--- config.mk ---
export PLATFORM = sky130hd
export DESIGN_NAME = bus_timer_responder
export DESIGN_NICKNAME = d
export VERILOG_FILES = /design/src/rtl/bus_timer_pkg.sv /design/src/rtl/timer_prescaler.sv /design/src/rtl/bus_timer_responder.sv
export SDC_FILE = /design/constraint.sdc
export NUM_CORES = 1
export LEC_CHECK = 0
export BUFFER_PORTS_ARGS = -buffer_cell sky130_fd_sc_hd__buf_2
export CAP_MARGIN = 20
export CORE_ASPECT_RATIO = 1.25
export CORE_MARGIN = 2
export CORE_UTILIZATION = 25
export CTS_CLUSTER_SIZE = 12
export DETAILED_ROUTE_END_ITERATION = 8
export SLEW_MARGIN = 20
export SYNTH_ARGS = -nofsm -noshare
export SYNTH_HDL_FRONTEND = slang
export SYNTH_SLANG_ARGS = --single-unit
--- constraint.sdc ---
create_clock -name CLK -period 6.5 [get_ports CLK]
set_clock_uncertainty 0.15 [all_clocks]
set_input_delay 0.975 -clock CLK [delete_from_list [all_inputs] [get_ports CLK]]
set_output_delay 0.975 -clock CLK [all_outputs]
set_load 0.02 [all_outputs]
--- src/rtl/bus_timer_pkg.sv ---
// Shared register map and CTRL layout for the bus timer responder.
package bus_timer_pkg;

    localparam logic [1:0] OFF_CTRL   = 2'd0;
    localparam logic [1:0] OFF_LOAD   = 2'd1;
    localparam logic [1:0] OFF_COUNT  = 2'd2;
    localparam logic [1:0] OFF_STATUS = 2'd3;

    localparam int EN_BIT    = 0;
    localparam int AR_BIT    = 1;
    localparam int IE_BIT    = 2;
    localparam int PRESC_LSB = 8;
    localparam int PRESC_MSB = 15;

    typedef struct packed {
        logic [7:0] presc;
        logic       ie;
        logic       ar;
        logic       en;
    } ctrl_t;

    // Unimplemented CTRL bits read back as zero.
    function automatic logic [31:0] ctrl_to_word(input ctrl_t c);
        logic [31:0] w;
        w = 32'd0;
        w[EN_BIT] = c.en;
        w[AR_BIT] = c.ar;
        w[IE_BIT] = c.ie;
        w[PRESC_MSB:PRESC_LSB] = c.presc;
        return w;
    endfunction

    function automatic ctrl_t word_to_ctrl(input logic [31:0] w);
        ctrl_t c;
        c.en    = w[EN_BIT];
        c.ar    = w[AR_BIT];
        c.ie    = w[IE_BIT];
        c.presc = w[PRESC_MSB:PRESC_LSB];
        return c;
    endfunction

endpackage

--- src/rtl/timer_prescaler.sv ---
// 8-bit prescaler: ticks when the running count equals presc, then wraps to 0.
module timer_prescaler (
    input  logic       CLK,
    input  logic       Reset,
    input  logic       en,
    input  logic [7:0] presc,
    input  logic       clr,
    output logic       tick
);

    logic [7:0] pc_q;
    logic [7:0] pc_d;

    always_comb begin
        tick = en && (pc_q == presc);
        pc_d = pc_q + 8'd1;
        // Disabled, a new divide ratio, or a tick all restart the count.
        if (!en || clr || tick) begin
            pc_d = 8'd0;
        end
    end

    always_ff @(posedge CLK) begin
        if (Reset) begin
            pc_q <= 8'd0;
        end else begin
            pc_q <= pc_d;
        end
    end

endmodule

--- src/rtl/bus_timer_responder.sv ---
// Memory-mapped down-counting timer on the CPU external data bus.
module bus_timer_responder
    import bus_timer_pkg::*;
#(
    parameter logic [31:0] BASE_ADDR  = 32'h0000_0800,
    parameter logic [31:0] RESET_LOAD = 32'hFFFF_FFFF
) (
    input  logic        CLK,
    input  logic        Reset,
    input  logic [31:0] ADDR,
    input  logic [31:0] Data_BUS_WRITE,
    input  logic        CS,
    input  logic        WE,
    output logic [31:0] Data_BUS_READ,
    output logic        IRQ
);

    // Access semantics: every cycle with CS high and an address in the window is
    // accepted at the next rising edge (no stall); reads return data one cycle later.
    logic       sel;
    logic [1:0] off;
    logic       wr_en;
    logic       rd_en;
    logic       wr_ctrl;
    logic       wr_load;
    logic       wr_count;
    logic       wr_status;
    logic       tick;
    logic       expire;
    logic       unused_addr_bits;

    ctrl_t       ctrl_q, ctrl_d;
    logic [31:0] load_q, load_d;
    logic [31:0] count_q, count_d;
    logic        exp_q, exp_d;
    logic [31:0] rdata_q, rdata_d;

    assign unused_addr_bits = ^ADDR[1:0];

    always_comb begin
        sel       = CS && (ADDR[31:4] == BASE_ADDR[31:4]);
        off       = ADDR[3:2];
        wr_en     = sel && WE;
        rd_en     = sel && !WE;
        wr_ctrl   = wr_en && (off == OFF_CTRL);
        wr_load   = wr_en && (off == OFF_LOAD);
        wr_count  = wr_en && (off == OFF_COUNT);
        wr_status = wr_en && (off == OFF_STATUS);
        expire    = tick && (count_q == 32'd0);
    end

    timer_prescaler u_prescaler (
        .CLK   (CLK),
        .Reset (Reset),
        .en    (ctrl_q.en),
        .presc (ctrl_q.presc),
        .clr   (wr_ctrl),
        .tick  (tick)
    );

    // Later assignments override earlier ones: CPU writes beat timer events,
    // except that expiry beats a W1C clear of EXP.
    always_comb begin
        ctrl_d  = ctrl_q;
        load_d  = load_q;
        count_d = count_q;
        exp_d   = exp_q;

        if (tick) begin
            if (count_q != 32'd0) begin
                count_d = count_q - 32'd1;
            end else if (ctrl_q.ar) begin
                count_d = load_q;
            end else begin
                ctrl_d.en = 1'b0;
            end
        end

        if (wr_ctrl) begin
            ctrl_d = word_to_ctrl(Data_BUS_WRITE);
        end
        if (wr_load) begin
            load_d = Data_BUS_WRITE;
        end
        if (wr_count) begin
            count_d = Data_BUS_WRITE;
        end
        if (wr_status && Data_BUS_WRITE[0]) begin
            exp_d = 1'b0;
        end
        if (expire) begin
            exp_d = 1'b1;
        end
    end

    always_comb begin
        rdata_d = rdata_q;
        if (rd_en) begin
            case (off)
                OFF_CTRL:   rdata_d = ctrl_to_word(ctrl_q);
                OFF_LOAD:   rdata_d = load_q;
                OFF_COUNT:  rdata_d = count_q;
                default:    rdata_d = {31'd0, exp_q};
            endcase
        end else if (!sel) begin
            rdata_d = 32'd0;
        end
    end

    always_ff @(posedge CLK) begin
        if (Reset) begin
            ctrl_q  <= '0;
            load_q  <= RESET_LOAD;
            count_q <= 32'd0;
            exp_q   <= 1'b0;
            rdata_q <= 32'd0;
        end else begin
            ctrl_q  <= ctrl_d;
            load_q  <= load_d;
            count_q <= count_d;
            exp_q   <= exp_d;
            rdata_q <= rdata_d;
        end
    end

    assign Data_BUS_READ = rdata_q;
    assign IRQ           = exp_q && ctrl_q.ie;

endmodule

==> flow_metrics.env <==
export IMPL_outcome="complete, no violations"
export IMPL_firstDrtPassIters=5
export IMPL_endpoint_kind="flip-flop"
export IMPL_cp_arrival_ns=3.59
export IMPL_cts_buffers=17
export IMPL_io_buffers=98
export IMPL_synth_edf_count=0
export IMPL_io_pins=101
export IMPL_drc_errors=0
export IMPL_ys_seq_area_share_pct=37.7
export IMPL_finalSetupViolations=0
export IMPL_cts_repair_resized=0
export IMPL_wl_per_cell_um=16.9
export IMPL_synth_cell_types=61
export IMPL_reg2reg_depth=8
export IMPL_cts_tree="built"
export IMPL_critical_path_startpoint="count_q[8]$_SDFFE_PP0P_"
export IMPL_p_per_area_nw_per_um2=237
export IMPL_fin_crit_sh_pct=52.6
export IMPL_synth_area_leaders="dfxtp_1, nor2_1, a211o_1"
export IMPL_required_ns=6.67
export IMPL_die_w_um=144
export IMPL_groute_usage_overall_pct=15.6
export IMPL_yosys_warnings=0
export IMPL_stdcell_count=1170
export IMPL_yosys_area_top_type="dfxtp_1"
export IMPL_ys_ff_latch=116
export IMPL_crit_path_start_kind="flip-flop"
export IMPL_row_count=64
export IMPL_hold_class="reg -> reg"
export IMPL_grt_max_degree=65
export IMPL_grt_pass1_vias=5823
export IMPL_netlist_area_um2=6170
export IMPL_synthFlopType="dfxtp_1"
export IMPL_die_area_um2=25900
export IMPL_drive_gt1_share_pct=19.1
export IMPL_ant_nets=0
export IMPL_r2r_end="count_q[16]$_SDFFE_PP0P_"
export IMPL_grt_ovfl_total=0
export IMPL_p_leak_nw=2.78
export IMPL_grt_pass1_wl_mm=31.9
export IMPL_synth_most_common_cell="nor2_1"
export IMPL_gp_congestion=0.904
export IMPL_syn_inst=754
export IMPL_synth_async_reset_ratio_pct=0
export IMPL_cts_post_setup_buffers_inserted=0
export IMPL_tightest_slew_ns=0.964
export IMPL_syn_to_final_growth_pct=21.6
export IMPL_postCtsHoldBufs=0
export IMPL_hold_viol_final=0
export IMPL_r2r_slack_ns=3.08
export IMPL_yosys_area_top_type_share_pct=37.7
export IMPL_drt_first_iter_violations=493
export IMPL_synth_area_per_cell_um2=8.18
export IMPL_slew_violations=0
export IMPL_htreeDepth=4
export IMPL_antenna_found_initial=3
export IMPL_cts_path_max_buffers=2
export IMPL_rsz0062_at_grt="false"
export IMPL_cts_root_buf="clkbuf_16"
export IMPL_synth_fp_nets=825
export IMPL_setup_tns_ns=0
export IMPL_drt_wl_total_mm=19.8
export IMPL_core_um2=24300
export IMPL_maxCapViolations=0
export IMPL_vdd_drop_max_mv=0.154
export IMPL_fmax_mhz=292
export IMPL_initial_core_util_pct=25.3
export IMPL_n_fill_cell=2632
export IMPL_nets=897
export IMPL_die_height_um=180
export IMPL_dp_hpwl_mm=14.0
export IMPL_crit_type="reg -> reg"
export IMPL_critPathMaxFanout=17
export IMPL_min_period_ns=3.42
export IMPL_clkSinkCount=116
export IMPL_viasPerCell=5.10
export IMPL_synth_commonest_cells="nor2_1, dfxtp_1, a21oi_1"
export IMPL_timing_rr_start="count_q[8]$_SDFFE_PP0P_"
export IMPL_maxSlewHeadroom_pct=35.5
export IMPL_dp_cells=1137
export IMPL_insertion_delay_ns=0.42
export IMPL_cp_endpoint="count_q[16]$_SDFFE_PP0P_"
export IMPL_total_power_w=0.00177
export IMPL_vias=5968
export IMPL_cts_clk_slew_worst_paths_ns=0.05
cells in the final DEF, fill, tap and decap left out, types with 4 or more instances in the layout:
cell / n
nor3_1: 21
inv_1: 7
a31oi_1: 6
nand3_1: 24
a221o_1: 20
a211o_1: 33
nor4_1: 21
nor2_1: 127
buf_2: 98
clkbuf_16: 17
dfxtp_1: 116
mux2i_1: 22
o21ai_0: 42
a32oi_1: 5
bufinv_16: 4
xor2_1: 9
nand2_1: 36
or3_1: 4
nand3b_1: 6
o221ai_1: 5
a21oi_1: 55
o31ai_1: 5
clkinv_2: 4
nor2b_1: 32
a211oi_1: 20
buf_4: 13
o21ai_1: 5
nand4_1: 8
xnor2_1: 16
worst min path at each step:
stage	from	end	slack (ns)	cells past startpoint
3_3_place_gp	Data_BUS_READ[0]$_SDFFE_PP0P_	Data_BUS_READ[0]$_SDFFE_PP0P_	0.29	2
6_report	Data_BUS_READ[0]$_SDFFE_PP0P_	Data_BUS_READ[0]$_SDFFE_PP0P_	0.30	2
2_1_floorplan	exp_q$_SDFFE_PP0P_	exp_q$_SDFFE_PP0P_	0.31	2
5_1_grt	Data_BUS_READ[0]$_SDFFE_PP0P_	Data_BUS_READ[0]$_SDFFE_PP0P_	0.34	2
3_5_place_dp	Data_BUS_READ[0]$_SDFFE_PP0P_	Data_BUS_READ[0]$_SDFFE_PP0P_	0.30	2
4_1_cts	Data_BUS_READ[0]$_SDFFE_PP0P_	Data_BUS_READ[0]$_SDFFE_PP0P_	0.31	2
final cells by class:
class,count,area (um2),area share (%)
Multi-Input combinational cell,573,3530,47.1
Antenna cell,2,5.00,0.0667
Clock buffer,21,460,6.14
Inverter,7,26.3,0.350
Timing Repair Buffer,111,588,7.84
Clock inverter,10,155,2.07
Sequential cell,116,2320,31.0
Tap cell,330,413,5.51
metrics by stage:
| step | util [%] | setup slack [ns] | instance area, um2 | hold slack (ns) |
|---|---|---|---|---|
| 2_1_floorplan | - | 3.62 | 6170 | 0.309 |
| 4_1_cts | 30.8 | 3.12 | 7490 | 0.308 |
| 3_3_place_gp | 28.2 | 2.77 | 6870 | 0.289 |
| 5_1_grt | 30.8 | 2.79 | 7500 | 0.338 |
| 6_report | 30.8 | 3.08 | 7500 | 0.303 |
| 3_5_place_dp | 28.3 | 2.84 | 6880 | 0.301 |
state kept, by name, summed over array words and instances, names as in the netlist:
name / count
ctrl_q: 11
Data_BUS_READ: 32
exp_q: 1
u_prescaler.pc_q: 8
count_q: 32
load_q: 32
routing by layer:
layer | wire length (um) | GRT usage, % | vias to the layer above
met4 | 636 | 6.64 | 2
met1 | 7910 | 17.9 | 2838
met5 | 13 | 0 | -
met3 | 1120 | 3.62 | 36
met2 | 10100 | 27.3 | 184
li1 | - | - | 2908
cell families (layout without fill, tap and decap cells):
| group | after synthesis | count (layout) | synth area share (%) |
|---|---|---|---|
| other | 0 | 2 | 0 |
| DFF | 116 | 116 | 37.7 |
| adders and majority gates | 3 | 3 | 0.609 |
| xor gates and xnor gates | 25 | 25 | 3.55 |
| buffers and inverters | 65 | 149 | 5.54 |
| AOI/OAI and AO/OA | 214 | 214 | 23.8 |
| muxes | 23 | 23 | 3.94 |
| and+or+nand+nor | 308 | 308 | 24.9 |
power breakdown:
group          internal, W  leakage [nW]       switching, W   total, W
clock network     0.000656         0.299           0.000325   0.000981
registers         0.000712         0.935  0.000000000000398   0.000712
logic            0.0000311          1.55          0.0000506  0.0000817
total              0.00140          2.78           0.000375    0.00177
critical path, stage by stage, from the launching register on:
cell and delay [ns]:
dfxtp_1 0.36, nor4_1 0.72, nand2_1 0.41, nor4_4 0.53
buf_4 0.34, nand2_2 0.28, a21oi_1 0.21, o22ai_1 0.09
o31ai_1 0.22
No activity file was read; power rests on OpenSTA's default activity.
